**src/rtl/img_row_axiw_if.sv**
```systemverilog
// ---------------------------------------------------------------------------
// img_row_axiw_if
// AXI4 write-channel bundle (AW, W, B) used by the img_row_axiw frame writer.
//   master : the writer (drives AW*/W* valid+payload and BREADY)
//   slave  : the interconnect / memory model (drives the READYs and B channel)
// ---------------------------------------------------------------------------
interface img_row_axiw_if;
    logic         AXI_AWREADY;
    logic         AXI_AWVALID;
    logic [31:0]  AXI_AWADDR;
    logic [7:0]   AXI_AWLEN;
    logic [3:0]   AXI_AWID;
    logic [2:0]   AXI_AWSIZE;
    logic [1:0]   AXI_AWBURST;
    logic [1:0]   AXI_AWLOCK;
    logic         AXI_WREADY;
    logic         AXI_WVALID;
    logic [127:0] AXI_WDATA;
    logic [15:0]  AXI_WSTRB;
    logic         AXI_WLAST;
    logic         AXI_BVALID;
    logic         AXI_BREADY;
    logic [3:0]   AXI_BID;
    logic [1:0]   AXI_BRESP;

    modport master (
        input  AXI_AWREADY,
        output AXI_AWVALID, AXI_AWADDR, AXI_AWLEN, AXI_AWID,
               AXI_AWSIZE, AXI_AWBURST, AXI_AWLOCK,
        input  AXI_WREADY,
        output AXI_WVALID, AXI_WDATA, AXI_WSTRB, AXI_WLAST,
        input  AXI_BVALID, AXI_BID, AXI_BRESP,
        output AXI_BREADY
    );

    modport slave (
        output AXI_AWREADY,
        input  AXI_AWVALID, AXI_AWADDR, AXI_AWLEN, AXI_AWID,
               AXI_AWSIZE, AXI_AWBURST, AXI_AWLOCK,
        output AXI_WREADY,
        input  AXI_WVALID, AXI_WDATA, AXI_WSTRB, AXI_WLAST,
        output AXI_BVALID, AXI_BID, AXI_BRESP,
        input  AXI_BREADY
    );
endinterface

```
**src/rtl/img_row_axiw.sv**
```systemverilog
// ---------------------------------------------------------------------------
// img_row_axiw
// AXI4 write master that stores a 128-bit pixel stream (4 x 32-bit pixels per
// beat, pixel 0 in [31:0]) into the DDR frame buffer as fixed-length INCR
// bursts, row by row. One transaction outstanding at a time: AW -> W -> B.
//
// Ports:
//   clk, rst        system clock, asynchronous active-high reset
//   i_frame_start   pulse that starts one frame write (ignored while busy)
//   i_pix_data      pixel beat, passed straight through to WDATA
//   i_pix_vld       stream valid (-> WVALID while in the W phase)
//   o_pix_ready     stream ready (= WREADY while in the W phase, else 0)
//   o_busy          frame write in progress
//   o_frame_done    one-cycle pulse after the last B response of a frame
//   o_bresp_err     sticky: a non-OKAY BRESP was seen since the last start
//   o_wr_buf_id     buffer currently being written
//   axi             AXI4 write channels (master modport)
//
// Optional feature (compile-time macro IMG_ROW_AXIW_PINGPONG_EN):
//   defined   -> frames alternate between BASE_ADDR and BASE_ADDR+FRAME_SIZE
//   undefined -> every frame goes to BASE_ADDR, o_wr_buf_id tied to 0
// ---------------------------------------------------------------------------
module img_row_axiw #(
    parameter int unsigned IMG_W      = 640,
    parameter int unsigned IMG_H      = 480,
    parameter int unsigned BURST_LEN  = 16,
    parameter logic [31:0] BASE_ADDR  = 32'h0000_0000,
    parameter logic [31:0] FRAME_SIZE = 32'h0012_C000
) (
    input  logic           clk,
    input  logic           rst,
    input  logic           i_frame_start,
    input  logic [127:0]   i_pix_data,
    input  logic           i_pix_vld,
    output logic           o_pix_ready,
    output logic           o_busy,
    output logic           o_frame_done,
    output logic           o_bresp_err,
    output logic           o_wr_buf_id,
    img_row_axiw_if.master axi
);

    localparam int unsigned BEATS_ROW   = IMG_W / 4;
    localparam int unsigned BURSTS_ROW  = BEATS_ROW / BURST_LEN;
    localparam logic [31:0] BURST_BYTES = 32'(BURST_LEN * 16);
    localparam logic [7:0]  LAST_BEAT   = 8'(BURST_LEN - 1);
    localparam logic [15:0] LAST_BIDX   = 16'(BURSTS_ROW - 1);
    localparam logic [15:0] LAST_ROW    = 16'(IMG_H - 1);

    typedef enum logic [1:0] {ST_IDLE, ST_AW, ST_W, ST_B} state_t;

    state_t      r_state;
    logic [7:0]  r_beat;
    logic [15:0] r_bidx;
    logic [15:0] r_row;
    logic [31:0] r_addr;
    logic        r_awvalid;
    logic        r_bready;
    logic        r_busy;
    logic        r_done;
    logic        r_err;

    logic [31:0] w_base;
    logic        w_in_w;
    logic        w_wfire;
    logic        w_last_beat;
    logic        w_last_burst;
    logic        w_unused_bid;

`ifdef IMG_ROW_AXIW_PINGPONG_EN
    logic r_buf_id;
    assign w_base      = r_buf_id ? (BASE_ADDR + FRAME_SIZE) : BASE_ADDR;
    assign o_wr_buf_id = r_buf_id;
`else
    assign w_base      = BASE_ADDR;
    assign o_wr_buf_id = 1'b0;
`endif

    assign w_in_w       = (r_state == ST_W);
    assign w_wfire      = w_in_w && i_pix_vld && axi.AXI_WREADY;
    assign w_last_beat  = (r_beat == LAST_BEAT);
    assign w_last_burst = (r_bidx == LAST_BIDX) && (r_row == LAST_ROW);
    assign w_unused_bid = ^axi.AXI_BID;

    // Address channel and constant burst attributes.
    assign axi.AXI_AWVALID = r_awvalid;
    assign axi.AXI_AWADDR  = r_addr;
    assign axi.AXI_AWLEN   = LAST_BEAT;
    assign axi.AXI_AWID    = 4'h0;
    assign axi.AXI_AWSIZE  = 3'b100;
    assign axi.AXI_AWBURST = 2'b01;
    assign axi.AXI_AWLOCK  = 2'b00;

    // The W phase is a combinational pass-through so a beat costs no latency.
    assign axi.AXI_WVALID  = w_in_w && i_pix_vld;
    assign axi.AXI_WDATA   = i_pix_data;
    assign axi.AXI_WSTRB   = 16'hFFFF;
    assign axi.AXI_WLAST   = w_in_w && w_last_beat;
    assign o_pix_ready     = w_in_w && axi.AXI_WREADY;

    assign axi.AXI_BREADY  = r_bready;
    assign o_busy          = r_busy;
    assign o_frame_done    = r_done;
    assign o_bresp_err     = r_err;

    always_ff @(posedge clk or posedge rst) begin
        if (rst) begin
            r_state   <= ST_IDLE;
            r_beat    <= '0;
            r_bidx    <= '0;
            r_row     <= '0;
            r_addr    <= '0;
            r_awvalid <= 1'b0;
            r_bready  <= 1'b0;
            r_busy    <= 1'b0;
            r_done    <= 1'b0;
            r_err     <= 1'b0;
`ifdef IMG_ROW_AXIW_PINGPONG_EN
            r_buf_id  <= 1'b0;
`endif
        end else begin
            r_done <= 1'b0;
            case (r_state)
                ST_IDLE: begin
                    if (i_frame_start) begin
                        r_row     <= '0;
                        r_bidx    <= '0;
                        r_beat    <= '0;
                        r_addr    <= w_base;
                        r_err     <= 1'b0;
                        r_busy    <= 1'b1;
                        r_awvalid <= 1'b1;
                        r_state   <= ST_AW;
                    end
                end
                ST_AW: begin
                    if (axi.AXI_AWREADY) begin
                        r_awvalid <= 1'b0;
                        r_state   <= ST_W;
                    end
                end
                ST_W: begin
                    if (w_wfire) begin
                        if (w_last_beat) begin
                            r_beat   <= '0;
                            r_bready <= 1'b1;
                            r_state  <= ST_B;
                        end else begin
                            r_beat <= r_beat + 8'd1;
                        end
                    end
                end
                ST_B: begin
                    if (axi.AXI_BVALID) begin
                        r_bready <= 1'b0;
                        if (axi.AXI_BRESP != 2'b00) begin
                            r_err <= 1'b1;
                        end
                        // Rows are contiguous (BURSTS_ROW*BURST_BYTES == row
                        // stride), so a single running address covers
                        // base + row*stride + bidx*burst_bytes.
                        r_addr <= r_addr + BURST_BYTES;
                        if (r_bidx == LAST_BIDX) begin
                            r_bidx <= '0;
                            r_row  <= r_row + 16'd1;
                        end else begin
                            r_bidx <= r_bidx + 16'd1;
                        end
                        if (w_last_burst) begin
                            r_done  <= 1'b1;
                            r_busy  <= 1'b0;
                            r_state <= ST_IDLE;
`ifdef IMG_ROW_AXIW_PINGPONG_EN
                            r_buf_id <= ~r_buf_id;
`endif
                        end else begin
                            r_awvalid <= 1'b1;
                            r_state   <= ST_AW;
                        end
                    end
                end
                default: r_state <= ST_IDLE;
            endcase
        end
    end

endmodule
```
**src/flat_wrapper.sv**
```systemverilog
// flat-port wrapper written by rule: the top's interface ports become plain ports
module img_row_axiw_flat 
#(
    parameter int unsigned IMG_W      = 640,
    parameter int unsigned IMG_H      = 480,
    parameter int unsigned BURST_LEN  = 16,
    parameter logic [31:0] BASE_ADDR  = 32'h0000_0000,
    parameter logic [31:0] FRAME_SIZE = 32'h0012_C000
)
  (clk, rst, i_frame_start, i_pix_data, i_pix_vld, o_pix_ready, o_busy, o_frame_done, o_bresp_err, o_wr_buf_id, axi_AXI_AWREADY, axi_AXI_AWVALID, axi_AXI_AWADDR, axi_AXI_AWLEN, axi_AXI_AWID, axi_AXI_AWSIZE, axi_AXI_AWBURST, axi_AXI_AWLOCK, axi_AXI_WREADY, axi_AXI_WVALID, axi_AXI_WDATA, axi_AXI_WSTRB, axi_AXI_WLAST, axi_AXI_BVALID, axi_AXI_BID, axi_AXI_BRESP, axi_AXI_BREADY);
  img_row_axiw_if axi_i ();
  input  logic clk;
  input  logic rst;
  input  logic i_frame_start;
  input  logic [127:0] i_pix_data;
  input  logic i_pix_vld;
  output logic o_pix_ready;
  output logic o_busy;
  output logic o_frame_done;
  output logic o_bresp_err;
  output logic o_wr_buf_id;
  input wire logic [$bits(axi_i.AXI_AWREADY)-1:0] axi_AXI_AWREADY;
  output wire logic [$bits(axi_i.AXI_AWVALID)-1:0] axi_AXI_AWVALID;
  output wire logic [$bits(axi_i.AXI_AWADDR)-1:0] axi_AXI_AWADDR;
  output wire logic [$bits(axi_i.AXI_AWLEN)-1:0] axi_AXI_AWLEN;
  output wire logic [$bits(axi_i.AXI_AWID)-1:0] axi_AXI_AWID;
  output wire logic [$bits(axi_i.AXI_AWSIZE)-1:0] axi_AXI_AWSIZE;
  output wire logic [$bits(axi_i.AXI_AWBURST)-1:0] axi_AXI_AWBURST;
  output wire logic [$bits(axi_i.AXI_AWLOCK)-1:0] axi_AXI_AWLOCK;
  input wire logic [$bits(axi_i.AXI_WREADY)-1:0] axi_AXI_WREADY;
  output wire logic [$bits(axi_i.AXI_WVALID)-1:0] axi_AXI_WVALID;
  output wire logic [$bits(axi_i.AXI_WDATA)-1:0] axi_AXI_WDATA;
  output wire logic [$bits(axi_i.AXI_WSTRB)-1:0] axi_AXI_WSTRB;
  output wire logic [$bits(axi_i.AXI_WLAST)-1:0] axi_AXI_WLAST;
  input wire logic [$bits(axi_i.AXI_BVALID)-1:0] axi_AXI_BVALID;
  input wire logic [$bits(axi_i.AXI_BID)-1:0] axi_AXI_BID;
  input wire logic [$bits(axi_i.AXI_BRESP)-1:0] axi_AXI_BRESP;
  output wire logic [$bits(axi_i.AXI_BREADY)-1:0] axi_AXI_BREADY;
  assign axi_i.AXI_AWREADY = axi_AXI_AWREADY;
  assign axi_AXI_AWVALID = axi_i.AXI_AWVALID;
  assign axi_AXI_AWADDR = axi_i.AXI_AWADDR;
  assign axi_AXI_AWLEN = axi_i.AXI_AWLEN;
  assign axi_AXI_AWID = axi_i.AXI_AWID;
  assign axi_AXI_AWSIZE = axi_i.AXI_AWSIZE;
  assign axi_AXI_AWBURST = axi_i.AXI_AWBURST;
  assign axi_AXI_AWLOCK = axi_i.AXI_AWLOCK;
  assign axi_i.AXI_WREADY = axi_AXI_WREADY;
  assign axi_AXI_WVALID = axi_i.AXI_WVALID;
  assign axi_AXI_WDATA = axi_i.AXI_WDATA;
  assign axi_AXI_WSTRB = axi_i.AXI_WSTRB;
  assign axi_AXI_WLAST = axi_i.AXI_WLAST;
  assign axi_i.AXI_BVALID = axi_AXI_BVALID;
  assign axi_i.AXI_BID = axi_AXI_BID;
  assign axi_i.AXI_BRESP = axi_AXI_BRESP;
  assign axi_AXI_BREADY = axi_i.AXI_BREADY;
  img_row_axiw #(.IMG_W(IMG_W), .IMG_H(IMG_H), .BURST_LEN(BURST_LEN), .BASE_ADDR(BASE_ADDR), .FRAME_SIZE(FRAME_SIZE)) u_core (.clk(clk), .rst(rst), .i_frame_start(i_frame_start), .i_pix_data(i_pix_data), .i_pix_vld(i_pix_vld), .o_pix_ready(o_pix_ready), .o_busy(o_busy), .o_frame_done(o_frame_done), .o_bresp_err(o_bresp_err), .o_wr_buf_id(o_wr_buf_id), .axi(axi_i));
endmodule
```
**config.mk**
```make
export PLATFORM = sky130hd
export DESIGN_NAME = img_row_axiw_flat
export DESIGN_NICKNAME = d
export VERILOG_FILES = /design/src/rtl/img_row_axiw_if.sv /design/src/rtl/img_row_axiw.sv /design/src/flat_wrapper.sv
export SDC_FILE = /design/constraint.sdc
export NUM_CORES = 1
export LEC_CHECK = 0
export CORE_AREA = 2 2 132 134
export CTS_BUF_LIST = sky130_fd_sc_hd__clkbuf_4
export DETAILED_ROUTE_END_ITERATION = 6
export DIE_AREA = 0 0 134 136
export PLACE_DENSITY = 0.79
export SLEW_MARGIN = 20
export SYNTH_ARGS = -nofsm -noshare
export SYNTH_HDL_FRONTEND = slang
export SYNTH_SLANG_ARGS = --single-unit
export TNS_END_PERCENT = 1
```
**constraint.sdc**
```tcl
create_clock -name clk -period 2.15 [get_ports clk]
set_clock_uncertainty 0.05 [all_clocks]
set_input_delay 0.43 -clock clk [delete_from_list [all_inputs] [get_ports clk]]
set_output_delay 0.43 -clock clk [all_outputs]
set_load 0.02 [all_outputs]
```
Word level (Yosys, flattened, before mapping)

Index checks and enable logic that the tools add are counted.
Widths: inputs -> output; s select.

$add $sub $neg: 4
Equal/unequal tests: 15
Mux-type cells: 40
Reduce and logical (&&, ||, !) cells: 19

Operator list:

| operator              | count |
|---|---|
| $mux 16               | 5 |
| $mux 32               | 2 |
| $pmux 16 s2           | 2 |
| $pmux 32 s2           | 1 |
| $add 16x1->16 const B | 2 |
| $add 32x9->32 const B | 1 |
| $mux 8                | 3 |
| $eq 16x4->1 const B   | 1 |
| $eq 16x9->1 const B   | 1 |
| $mux 1                | 16 |
| $pmux 8 s2            | 1 |
| $reduce_and 4->1      | 4 |
| $ne 2x2->1 const B    | 6 |
| $mux 2                | 5 |
| $reduce_and 5->1      | 2 |
| $add 8x1->8 const B   | 1 |
| $eq 8x4->1 const B    | 1 |
| $pmux 2 s4            | 1 |
| $reduce_bool 2->1     | 4 |
| $ne 2x1->1 const B    | 3 |
| $pmux 1 s2            | 3 |
| $reduce_and 3->1      | 2 |
| $logic_and 1x1->1     | 5 |
| $eq 2x2->1 const B    | 2 |
| 4 further kinds       | 4 |

Bits in registers: 79
Input port bits: 141

Longest topological paths before layout

Depth in word-level cells: 5
Mapped depth: 8
Mapped depth without buffers: 7

Worst setup path after synthesis

No wires, ideal clock.

Path type: reg2out
Start point: register u_core.r_state[0]
End point: output axi_AXI_WLAST
Arrival time: 1.827 ns
Data required time: 1.670 ns
Slack: -0.157 ns
Cell stages (with the launch flop): 6
Path buffers: 1
Path through: dfrtp_1 inv_1 ha_1 clkbuf_1 inv_1 nor4_1

Word-level cells in the longest chain between the ends: 2

Ends and longest elaborated chain:

| element                | line                | text |
|---|---|---|
| start, declared        | img_row_axiw.sv:52  | `state_t r_state;` |
| start signal, assigned | img_row_axiw.sv:108 | `r_state <= ST_IDLE;` |
| start signal, assigned | img_row_axiw.sv:133 | `r_state <= ST_AW;` |
| start signal, assigned | img_row_axiw.sv:139 | `r_state <= ST_W;` |
| $eq 2x2->1             | img_row_axiw.sv:79  | `assign w_in_w = (r_state == ST_W);` |
| $logic_and 1x1->1      | img_row_axiw.sv:98  | `assign axi.AXI_WLAST = w_in_w && w_last_beat;` |
| end, declared          | flat_wrapper.sv:34  | `output wire logic [$bits(axi_i.AXI_WLAST)-1:0] axi_AXI_WLAST;` |

Every way passes these cells.

Worst setup path after layout

Start point: register u_core.r_state[1]
End point: register u_core.r_addr[27] (netlist: u_core.axi.AXI_AWADDR[27])

Word-level cells in the longest chain between the ends: 3
Elaborated cells between the ends (all ways): 7
Those cells by class: 3 x eq/ne; 1 x mux; 3 x reduce/logical

Ends and longest elaborated chain:

| element                                                          | line                | text |
|---|---|---|
| $eq 2x2->1 or $logic_not 2->1 (tied branches)                    | img_row_axiw.sv:123 | `case (r_state)` |
| $ne 2x2->1 (no source line) or $reduce_bool 2->1 (tied branches) | n/a                 |  |
| $reduce_and 3->1 (no source line)                                | n/a                 |  |
| end signal, assigned                                             | img_row_axiw.sv:129 | `r_addr <= w_base;` |
| end signal, assigned                                             | img_row_axiw.sv:162 | `r_addr <= r_addr + BURST_BYTES;` |
| end, declared                                                    | img_row_axiw.sv:56  | `logic [31:0] r_addr;` |

Parallel ways exist; a longest one is shown, timed or not.
A chain may end at the register's enable or synchronous reset.

==> results.md <==
* GRT busiest layer: met2
* Mux cell area share after synthesis at 0.661%
* Hold buffer count at CTS at 0
* CTS buffer count at 9
* Layout area overhead at 3.78%
* Max VDD drop at roughly 0.35 mV
* Clk_lat worst skew at 0.43 ns
* Total grt overflow at 0
* First-pass GRT wire length at about 17000 um
* Share of cells above drive strength 1 at 19.5%
* Fin crit period at 2.17 ns
* Vias at around 3700
* Placer congestion estimate at 0.835
* Initial antenna violation count at 1
* CP max FO at 5
* Failing checks: setup timing
* Ys async rst share at 100%
* Synth Flop Type: dfrtp_1
* Fin cells at just under 800
* Hold crit path type: input pin to asynchronous set/reset pin
* CP cell instances: inv_1 -> ha_2 -> buf_4 -> mux2_4 -> nand4_4 -> or3_4 -> or3_1 -> a21oi_1
* Starting density of the core at 31.4%
* All-Layer GR Usage at 11.7%
* Via density at 4.71
* Residual DRC at 0
* HPWL after DPL at 7750 um
* Sequential area share after synthesis at 33.5%
* Final setup margin at -0.0180 ns
* GRT met2 Usage at 18.9%
* Slew Limit Fails at 0
* Simple-gate area share of the yosys netlist at approximately 20%
* Dpl cells at just under 800
* Iteration-0 DRC Markers at 176
* DR WL/cell at 13.3 um
* Syn Inst Count at 598
* Outcome: complete, but fails checks
* Port bufs at 40
* Adder-cell share of the synthesized area at 2.36%
* Die height at between 100 and 150 um
* Buf+Inv Stages, Crit Path at 2
* Worst EP arrival at about 2.5 ns
* Top Family by Delay on Critical Path: simple AND/OR/NAND/NOR gates
* Syn Area/Cell at between 8 and 9 um^2
* CP endpoint kind: flop
* Final WL at roughly 11000 um
* Final hold vios at 0
* Worst R2R Setup Slack at -0.02 ns
* Vias in the first global route at 3539
* Total I/O pin count at roughly 350
* DRT Pass-1 Iters at 4
* Placed Area at 5240 um^2
* Largest net degree at the start of global routing at 35
* Synth Area in XOR/XNOR at under 10%
* Unrepaired setup endpoints after global routing: true
* Clock root cell: clkbuf_4
* CP required at 2.46 ns
* Die footprint at 18200 um^2
* CTS tree: yes
* EDFF count, synth at 0
* Final period utilization at 101%
* Met1 usage at a little over an eighth
* H-tree Lvls at 3
* Fmax at 0.461 GHz
* Routed Antenna Nets at 0
* Startpoint Class: flop
* Final nets at 711
* Max cap viols at 0
* Flops & latches, synth at 71
* Type of the worst setup path: flop to flop
* Mapped Area at between 5000 and 6000 um^2
* Global routing usage on met3 at 4.77%
* Longest Clk Path Bufs at 2
* Compound-Gate Fraction of Synth Area at about 9.9%
* Post-route cell area at between 5000 and 6000 um^2
* Unique masters post-synth at 54
* YS warnings at 0
* Die W at ~130 um
* Clock transition at path regs at 0.12 ns
* Slowest cell on crit path: dfrtp_2
* Pleak at 2.30 nW
* # clock sinks at 71
* CP max stage delay at 0.46 ns
* Row Count at 48
* Core area at 16900 um^2
* Main combinational cell family by area after synthesis: buffers and inverters
* Pwr dens at 829 nW/um^2
* Final setup viols at 2
-- timing repair --
action	in CTS	in global routing
pin swaps	0	1
setup buffers	1	1
gates resized for setup	17	14
endpoints found under the setup margin	18	49
cloned	0	0
-- cells by family (layout without fill, tap and decap cells) --
group / count (synthesis) / count (layout)
AND/OR/NAND/NOR: 201 / 201
buffers and inverters: 201 / 126
flip-flops: 71 / 71
AO/OA/AOI/OAI: 70 / 70
XOR/XNOR: 40 / 40
adder cells (fa/ha/maj): 10 / 10
multiplexers: 3 / 3
other: 2 / 45
-- per-stage QoR --
step	worst slack (ns)	util, %	hold slack [ns]	power [mW]	setup TNS [ns]
final	-0.0180	32.6	0.223	4.56	-0.0189
after global routing	-0.105	32.6	0.250	4.85	-0.609
after CTS	-0.0582	32.3	0.221	4.51	-0.271
after detailed placement	-0.216	31.1	0.442	3.38	-6.54
after global placement	-0.228	31.1	0.441	3.34	-5.50
after floorplan	-0.127	-	0.386	3.01	-8.99
-- worst paths after layout --
| path | to | depth (start not counted) | start |
|---|---|---|---|
| min reg2reg | u_core.r_row[4] | 1 | u_core.r_row[4] |
| max in group asynchronous | u_core.r_row[2] | 3 | rst |
| max | u_core.axi.AXI_AWADDR[27] | 8 | u_core.r_state[1] |
| min | u_core.axi.AXI_AWADDR[25] | 2 | rst |
| min in group clk | u_core.r_row[4] | 1 | u_core.r_row[4] |
| max reg2reg | u_core.axi.AXI_AWADDR[27] | 8 | u_core.r_state[1] |
-- metal layers --
metal | wire length (um) | part of all wire, %
met5 | 0 | 0
met4 | 423 | 4.0
met3 | 916 | 8.7
met2 | 4870 | 46
met1 | 4300 | 41
-- sequential cells by signal, summed over array words and instances (netlist names) --
signal                  flops
u_core.axi.AXI_AWADDR      24
u_core.axi.AXI_AWVALID      1
u_core.axi.AXI_BREADY       1
u_core.o_bresp_err          1
u_core.o_busy               1
u_core.o_frame_done         1
u_core.r_beat               8
u_core.r_bidx              16
u_core.r_row               16
u_core.r_state              2
-- power breakdown --
group          internal (mW)  leakage (nW)  switching, mW
Combinational          0.843          1.24           1.11
Sequential              1.43         0.972         0.0942
Clock                  0.598        0.0903          0.492
-- cells in the mapped netlist, types with 2 or more instances --
library cell	n	share of area, %
buf_4	172	24
inv_1	15	1.1
nand2b_1	5	0.59
nor2_1	50	3.5
nor4_1	7	0.83
clkbuf_1	8	0.57
a2111oi_2	9	2.5
o211ai_1	3	0.42
a21oi_1	6	0.57
conb_1	2	0.14
or3_1	8	0.94
xnor2_1	22	3.6
a211oi_1	2	0.28
buf_2	5	0.47
nand2_1	44	3.1
and4_1	8	1.3
and2_1	3	0.35
nand3_1	26	2.5
nor3_1	9	0.85
o31ai_1	9	1.3
a22o_1	4	0.66
nand4_1	14	1.7
or2_2	2	0.24
nor2_2	2	0.24
ha_1	10	2.4
mux2i_1	2	0.38
or2_1	2	0.24
and3_1	5	0.59
nor2b_1	4	0.47
dfrtp_1	71	34
a31oi_1	2	0.24
nor4_2	4	0.94
xor2_1	18	3.0
o21ai_0	25	2.4
-- worst register-to-register path: stages (launching register included) --
cell,delay (ns)
dfrtp_2,0.46
inv_1,0.09
ha_2,0.24
buf_4,0.13
mux2_4,0.19
nand4_4,0.12
or3_4,0.35
or3_1,0.35
a21oi_1,0.14
-- layout make-up --
type / instances / area (um^2)
fill: 1708 / 11400
multi-input combinational: 368 / 2330
sequential: 71 / 1780
timing repair buffer: 95 / 867
tap: 225 / 282
clock inverter: 6 / 109
clock buffer: 10 / 75.1
inverter: 15 / 56.3
antenna: 1 / 2.50
-- layout by cell type, fill, tap and decap left out, types with 3 or more instances in the layout --
master	instances
a2111oi_2	9
a21oi_1	5
a22o_1	4
and2_1	3
and3_1	5
and4_1	8
buf_12	5
buf_4	50
bufinv_16	3
clkbuf_4	10
clkdlybuf4s50_1	37
conb_1	44
dfrtp_1	70
ha_1	7
inv_1	13
nand2_1	44
nand2b_1	4
nand3_1	26
nand4_1	14
nor2_1	49
nor2_2	3
nor2b_1	3
nor3_1	9
nor4_1	5
nor4_2	5
o211ai_1	3
o21ai_0	25
o31ai_1	9
or3_1	7
xnor2_1	22
xor2_1	18
Power figures use the tool's default switching activity.
